[src/rtl/reg_file.sv]
// Two-read, one-write register file with register 0 hardwired to zero.
// Optional same-cycle write-to-read forwarding is enabled by defining REG_FILE_BYPASS_EN.
module reg_file #(
  parameter int DATA_W = 32,
  parameter int ADDR_W = 5
) (
  input  logic              clk,
  input  logic              rst_n,
  input  logic              we,
  input  logic [ADDR_W-1:0] waddr,
  input  logic [DATA_W-1:0] wdata,
  input  logic [ADDR_W-1:0] raddr1,
  input  logic [ADDR_W-1:0] raddr2,
  output logic [DATA_W-1:0] rdata1,
  output logic [DATA_W-1:0] rdata2
);

  localparam int DEPTH = 2 ** ADDR_W;

  logic [DATA_W-1:0] regs_q [DEPTH];
  logic [DATA_W-1:0] regs_d [DEPTH];
  logic              wr_en;

  // Writes to register 0 are dropped so it never holds anything but zero.
  assign wr_en = we && (waddr != '0);

  always_comb begin
    regs_d = regs_q;
    if (wr_en) begin
      regs_d[waddr] = wdata;
    end
  end

  always_ff @(posedge clk or negedge rst_n) begin
    if (!rst_n) begin
      for (int i = 0; i < DEPTH; i++) begin
        regs_q[i] <= '0;
      end
    end else begin
      regs_q <= regs_d;
    end
  end

`ifdef REG_FILE_BYPASS_EN
  logic fwd1;
  logic fwd2;

  // Forwarding is gated by reset so a held-off write cannot leak to the read ports.
  assign fwd1 = rst_n && wr_en && (raddr1 == waddr);
  assign fwd2 = rst_n && wr_en && (raddr2 == waddr);

  always_comb begin
    rdata1 = '0;
    rdata2 = '0;
    if (fwd1) begin
      rdata1 = wdata;
    end else if (raddr1 != '0) begin
      rdata1 = regs_q[raddr1];
    end
    if (fwd2) begin
      rdata2 = wdata;
    end else if (raddr2 != '0) begin
      rdata2 = regs_q[raddr2];
    end
  end
`else
  always_comb begin
    rdata1 = '0;
    rdata2 = '0;
    if (raddr1 != '0) begin
      rdata1 = regs_q[raddr1];
    end
    if (raddr2 != '0) begin
      rdata2 = regs_q[raddr2];
    end
  end
`endif

endmodule

[config.mk]
export PLATFORM = sky130hd
export DESIGN_NAME = reg_file
export DESIGN_NICKNAME = d
export VERILOG_FILES = /design/src/rtl/reg_file.sv
export SDC_FILE = /design/constraint.sdc
export NUM_CORES = 2
export LEC_CHECK = 0
export BUFFER_PORTS_ARGS = -buffer_cell sky130_fd_sc_hd__buf_2
export CAP_MARGIN = 25
export CORE_UTILIZATION = 40
export CTS_BUF_LIST = sky130_fd_sc_hd__clkbuf_8
export CTS_CLUSTER_DIAMETER = 60
export DETAILED_ROUTE_END_ITERATION = 10
export GPL_ROUTABILITY_DRIVEN = 0
export PLACE_DENSITY_LB_ADDON = 0.2
export SETUP_SLACK_MARGIN = 0.3
export SLEW_MARGIN = 5
export SYNTH_ARGS = -nofsm -noshare
export SYNTH_HDL_FRONTEND = slang
export SYNTH_SLANG_ARGS = --single-unit
export TNS_END_PERCENT = 5
[constraint.sdc]
create_clock -name clk -period 3 [get_ports clk]
set_clock_uncertainty 0.2 [all_clocks]
set_input_delay 0.3 -clock clk [delete_from_list [all_inputs] [get_ports clk]]
set_output_delay 0.3 -clock clk [all_outputs]
set_load 0.01 [all_outputs]
==> impl_results.rst <==
.. list-table::
   :header-rows: 1

   * - Metric
     - Value
   * - Reg with most FFs
     - regs_q
   * - Yosys cell types
     - approximately 40
   * - Gate count after technology mapping
     - between 3000 and 4000
   * - Maximum VDD drop
     - around 0.00049 V
   * - Clock tree from TritonCTS
     - done
   * - Endpoint kind of the worst setup timing path
     - output pin
   * - Average footprint of a synthesized cell
     - around 15 um2
   * - Wirelength per Cell
     - approximately 32 um
   * - Most used standard cell by instance count after synthesis
     - dfrtp_1
   * - Violations in the final reports
     - negative setup slack
   * - Final setup fails
     - 56
   * - Clock period minus worst slack
     - ~3.4 ns
   * - Area Overhead vs Synth
     - 19.1%
   * - Largest registers
     - regs_q x1024
   * - Post-synthesis instance area
     - between 0.05 and 0.06 mm2
   * - Power density over the cells
     - 635 mW/mm2
   * - Mean number of vias per cell
     - a little over 6
   * - Number of DRC markers after the initial detailed-route iteration
     - roughly 3000
   * - Sum of overflow across all layers after global routing
     - 0
   * - Arrival time reported for the critical path endpoint
     - around 2.9 ns
   * - Worst max-slew margin expressed relative to the limit
     - 0.354
   * - Nets
     - around 3900
   * - Placeable Area
     - 0.134 mm2
   * - Count of flip-flops with a built-in enable after synthesis
     - 0
   * - Status
     - finished, violations left
   * - Total routing usage reported by global routing
     - 0.277
   * - Worst-Skew Late Latency
     - 0.89 ns
   * - Unrepaired setup endpoints after global routing
     - yes
   * - DRC violations left
     - 0
   * - Worst hold-check path type
     - input pin to register
   * - Ports
     - around 110
   * - Main combinational cell family by area after synthesis
     - multiplexers
   * - CTS Root Cell
     - clkbuf_8
   * - LEAKAGE
     - about 28 nW
   * - Syn nets
     - between 3000 and 4000
   * - Die width
     - between 300 and 400 um
   * - Max-cap violations
     - 0
   * - Final WL
     - about 190000 um
   * - Fraction of layout cells with a size suffix above 1
     - 0.575
   * - Fraction of the mapped netlist area in simple logic gates
     - 0.0187
   * - Top post-synthesis cells by area
     - dfrtp_1 47%, mux2_2 21%, mux4_2 17%
   * - Vias
     - 35903
   * - Crit start category
     - register
   * - Crit Path Class
     - register to output pin
   * - Number of nets with antenna violations after routing
     - 0
   * - Largest fanout of any net on the critical path
     - 2
   * - Vertical extent of the die
     - between 300 and 400 um
   * - Clk buf depth
     - 3
   * - Share of the core filled with cells in the final layout
     - 0.483
   * - Placed wire-length estimate after detailed placement
     - roughly 120000 um
   * - Area fraction in compound gates after synthesis
     - 0.0444
   * - Portion of netlist area occupied by mux cells
     - 0.430
   * - Maximum level of the CTS H-tree
     - 4
   * - Detailed Routing Iterations Pass 1
     - 5
   * - Maximum clock rate
     - between 0.2 and 0.3 GHz
   * - Post-synthesis share of cell area spent on xor and xnor gates
     - 0
   * - Sinks on the clock net
     - ~1000
   * - Least-Margin Pin Slew
     - between 0.9 and 1 ns
   * - Worst Setup Slack, final
     - -0.354 ns
   * - Worst hold slack after final layout
     - 0.0912 ns
   * - Effective utilization at floorplan
     - 0.405
   * - Total of flip-flops plus latches after synthesis
     - between 1000 and 1500
   * - Number of endpoints with negative hold slack in the final report
     - 0
   * - Sequential cell area fraction in the yosys report
     - 0.472
   * - Most common library cells after synthesis
     - 1024 x dfrtp_1, 1023 x mux2_2, 411 x mux4_2, 250 x mux2i_1, 231 x clkbuf_1
   * - Synth Warn #
     - 0
   * - Post-synthesis adder-cell area fraction
     - 0
   * - Vias in the first global route
     - 37266
   * - Largest net degree at the start of global routing
     - 143
   * - Die ar.
     - 0.137 mm2
   * - Required time at the worst-slack endpoint
     - 2.50 ns
   * - Wire length of the first global-routing pass
     - 274000 um
   * - CTS Buf Count
     - roughly 190
   * - Ratio of final minimum period to clock period
     - 1.12
   * - Area share of the largest cell type after synthesis
     - 0.472
   * - Buffers on Ports
     - roughly 110
   * - Slew Viols, Final
     - 0
   * - Aggregate negative setup slack
     - -9.91 ns
   * - Post-synth ARST share
     - 1.00
   * - Clock-pin transition on the worst setup and hold timing paths
     - ~0.060 ns
   * - Placement row count
     - 134
   * - Max FFs per register
     - just over 1000
   * - Cell type with the highest aggregate area in the netlist
     - dfrtp_1
   * - Most used DFF post-synth
     - dfrtp_1
   * - Number of antenna violations at the first check in global routing
     - 12
==> metal layers <==
metal / wire [um] / share of wire / global-route usage / vias to the layer above
met3: 11500 / 0.061 / 0.0494 / 348
met1: 81100 / 0.43 / 0.381 / 19517
met5: 60 / 0.00032 / 0 / -
li1: - / - / - / 14693
met4: 6310 / 0.034 / 0.101 / 8
met2: 88800 / 0.47 / 0.437 / 1337
==> critical path, stage by stage, from the launching register on <==
cell	delay, ns
dfrtp_1	0.38
mux4_2	0.49
mux4_2	0.54
o22ai_4	0.17
nor3_2	0.08
buf_6	0.15
buf_6	0.12
==> path summary, 6_finish.rpt <==
path	depth (start not counted)	startpoint	slack [ns]	endpoint
max	6	regs_q[16]$_DFFE_PN0P_	-0.35	rdata2[16]
min	6	we	0.09	regs_q[817]$_DFFE_PN0P_
max reg2reg	2	regs_q[400]$_DFFE_PN0P_	1.49	regs_q[400]$_DFFE_PN0P_
min reg2reg	0	regs_q[1001]$_DFFE_PN0P_	0.20	regs_q[1001]$_DFFE_PN0P_
max in group asynchronous	5	rst_n	0.90	regs_q[36]$_DFFE_PN0P_
min in group asynchronous	4	rst_n	0.71	regs_q[403]$_DFFE_PN0P_
==> stage by stage <==
step / cell area (um2) / setup slack (ns) / power (mW) / std cells
final: 64700 / -0.354 / 41.0 / 5814
after CTS: 64300 / -0.444 / 41.1 / 5806
after floorplan: 54300 / 0.526 / 24.0 / 3649
after detailed placement: 59100 / -0.213 / 27.1 / 5422
after global placement: 59100 / -0.206 / 26.9 / 5422
after global routing: 64600 / -0.431 / 42.8 / 5810
==> placed cells by master (no fill, tap or decap), drive strengths merged, types with 2 or more instances in the layout <==
master,synthesis,layout
dfrtp,1024,1024
nor4,15,15
or3,2,2
dlygate4sd3,0,41
a22oi,66,66
a21o,2,2
o22ai,47,47
a22o,52,52
and3,4,4
and2,17,17
nand3b,3,3
nor2,17,17
mux2,1028,1028
bufinv,0,5
clkinvlp,0,7
a21oi,35,35
buf,199,449
o32ai,14,14
nand2b,4,4
mux2i,250,250
diode,0,5
nor2b,43,43
nor3,47,47
or3b,2,2
mux4,411,411
o211ai,2,2
inv,0,73
clkinv,1,15
a2111oi,26,26
clkbuf,231,233
nand2,21,21
o221ai,26,26
nand3,5,5
a211oi,48,48
==> cell type report <==
type	count	area [um2]
Sequential cell	1024	25600
Fill cell	11500	69300
Inverter	1	3.75
Clock buffer	232	3190
Timing Repair Buffer	491	4830
Multi-Input combinational cell	2194	28200
Tap cell	1768	2210
Antenna cell	5	12.5
Clock inverter	99	563
==> report_power, final <==
group          total [mW]  switching [mW]  internal [mW]
Clock                13.5            6.13           7.35
Sequential           18.5            2.06           16.5
Combinational        9.06            3.67           5.39
==> repair_timing <==
action,4_1_cts,5_1_grt
buffers inserted,11,2
gates resized for setup,167,50
hold endpoints to repair,2016,0
hold buffers,42,0
pin swaps,78,18
endpoints found under the setup margin,64,64
==> cells by family after synthesis <==
logic type,Yosys count
multiplexers,1689
flip-flops,1024
buffers and inverters,431
AO/OA/AOI/OAI,321
AND/OR/NAND/NOR,184
Note: power is estimated with default switching activity, not from simulation.
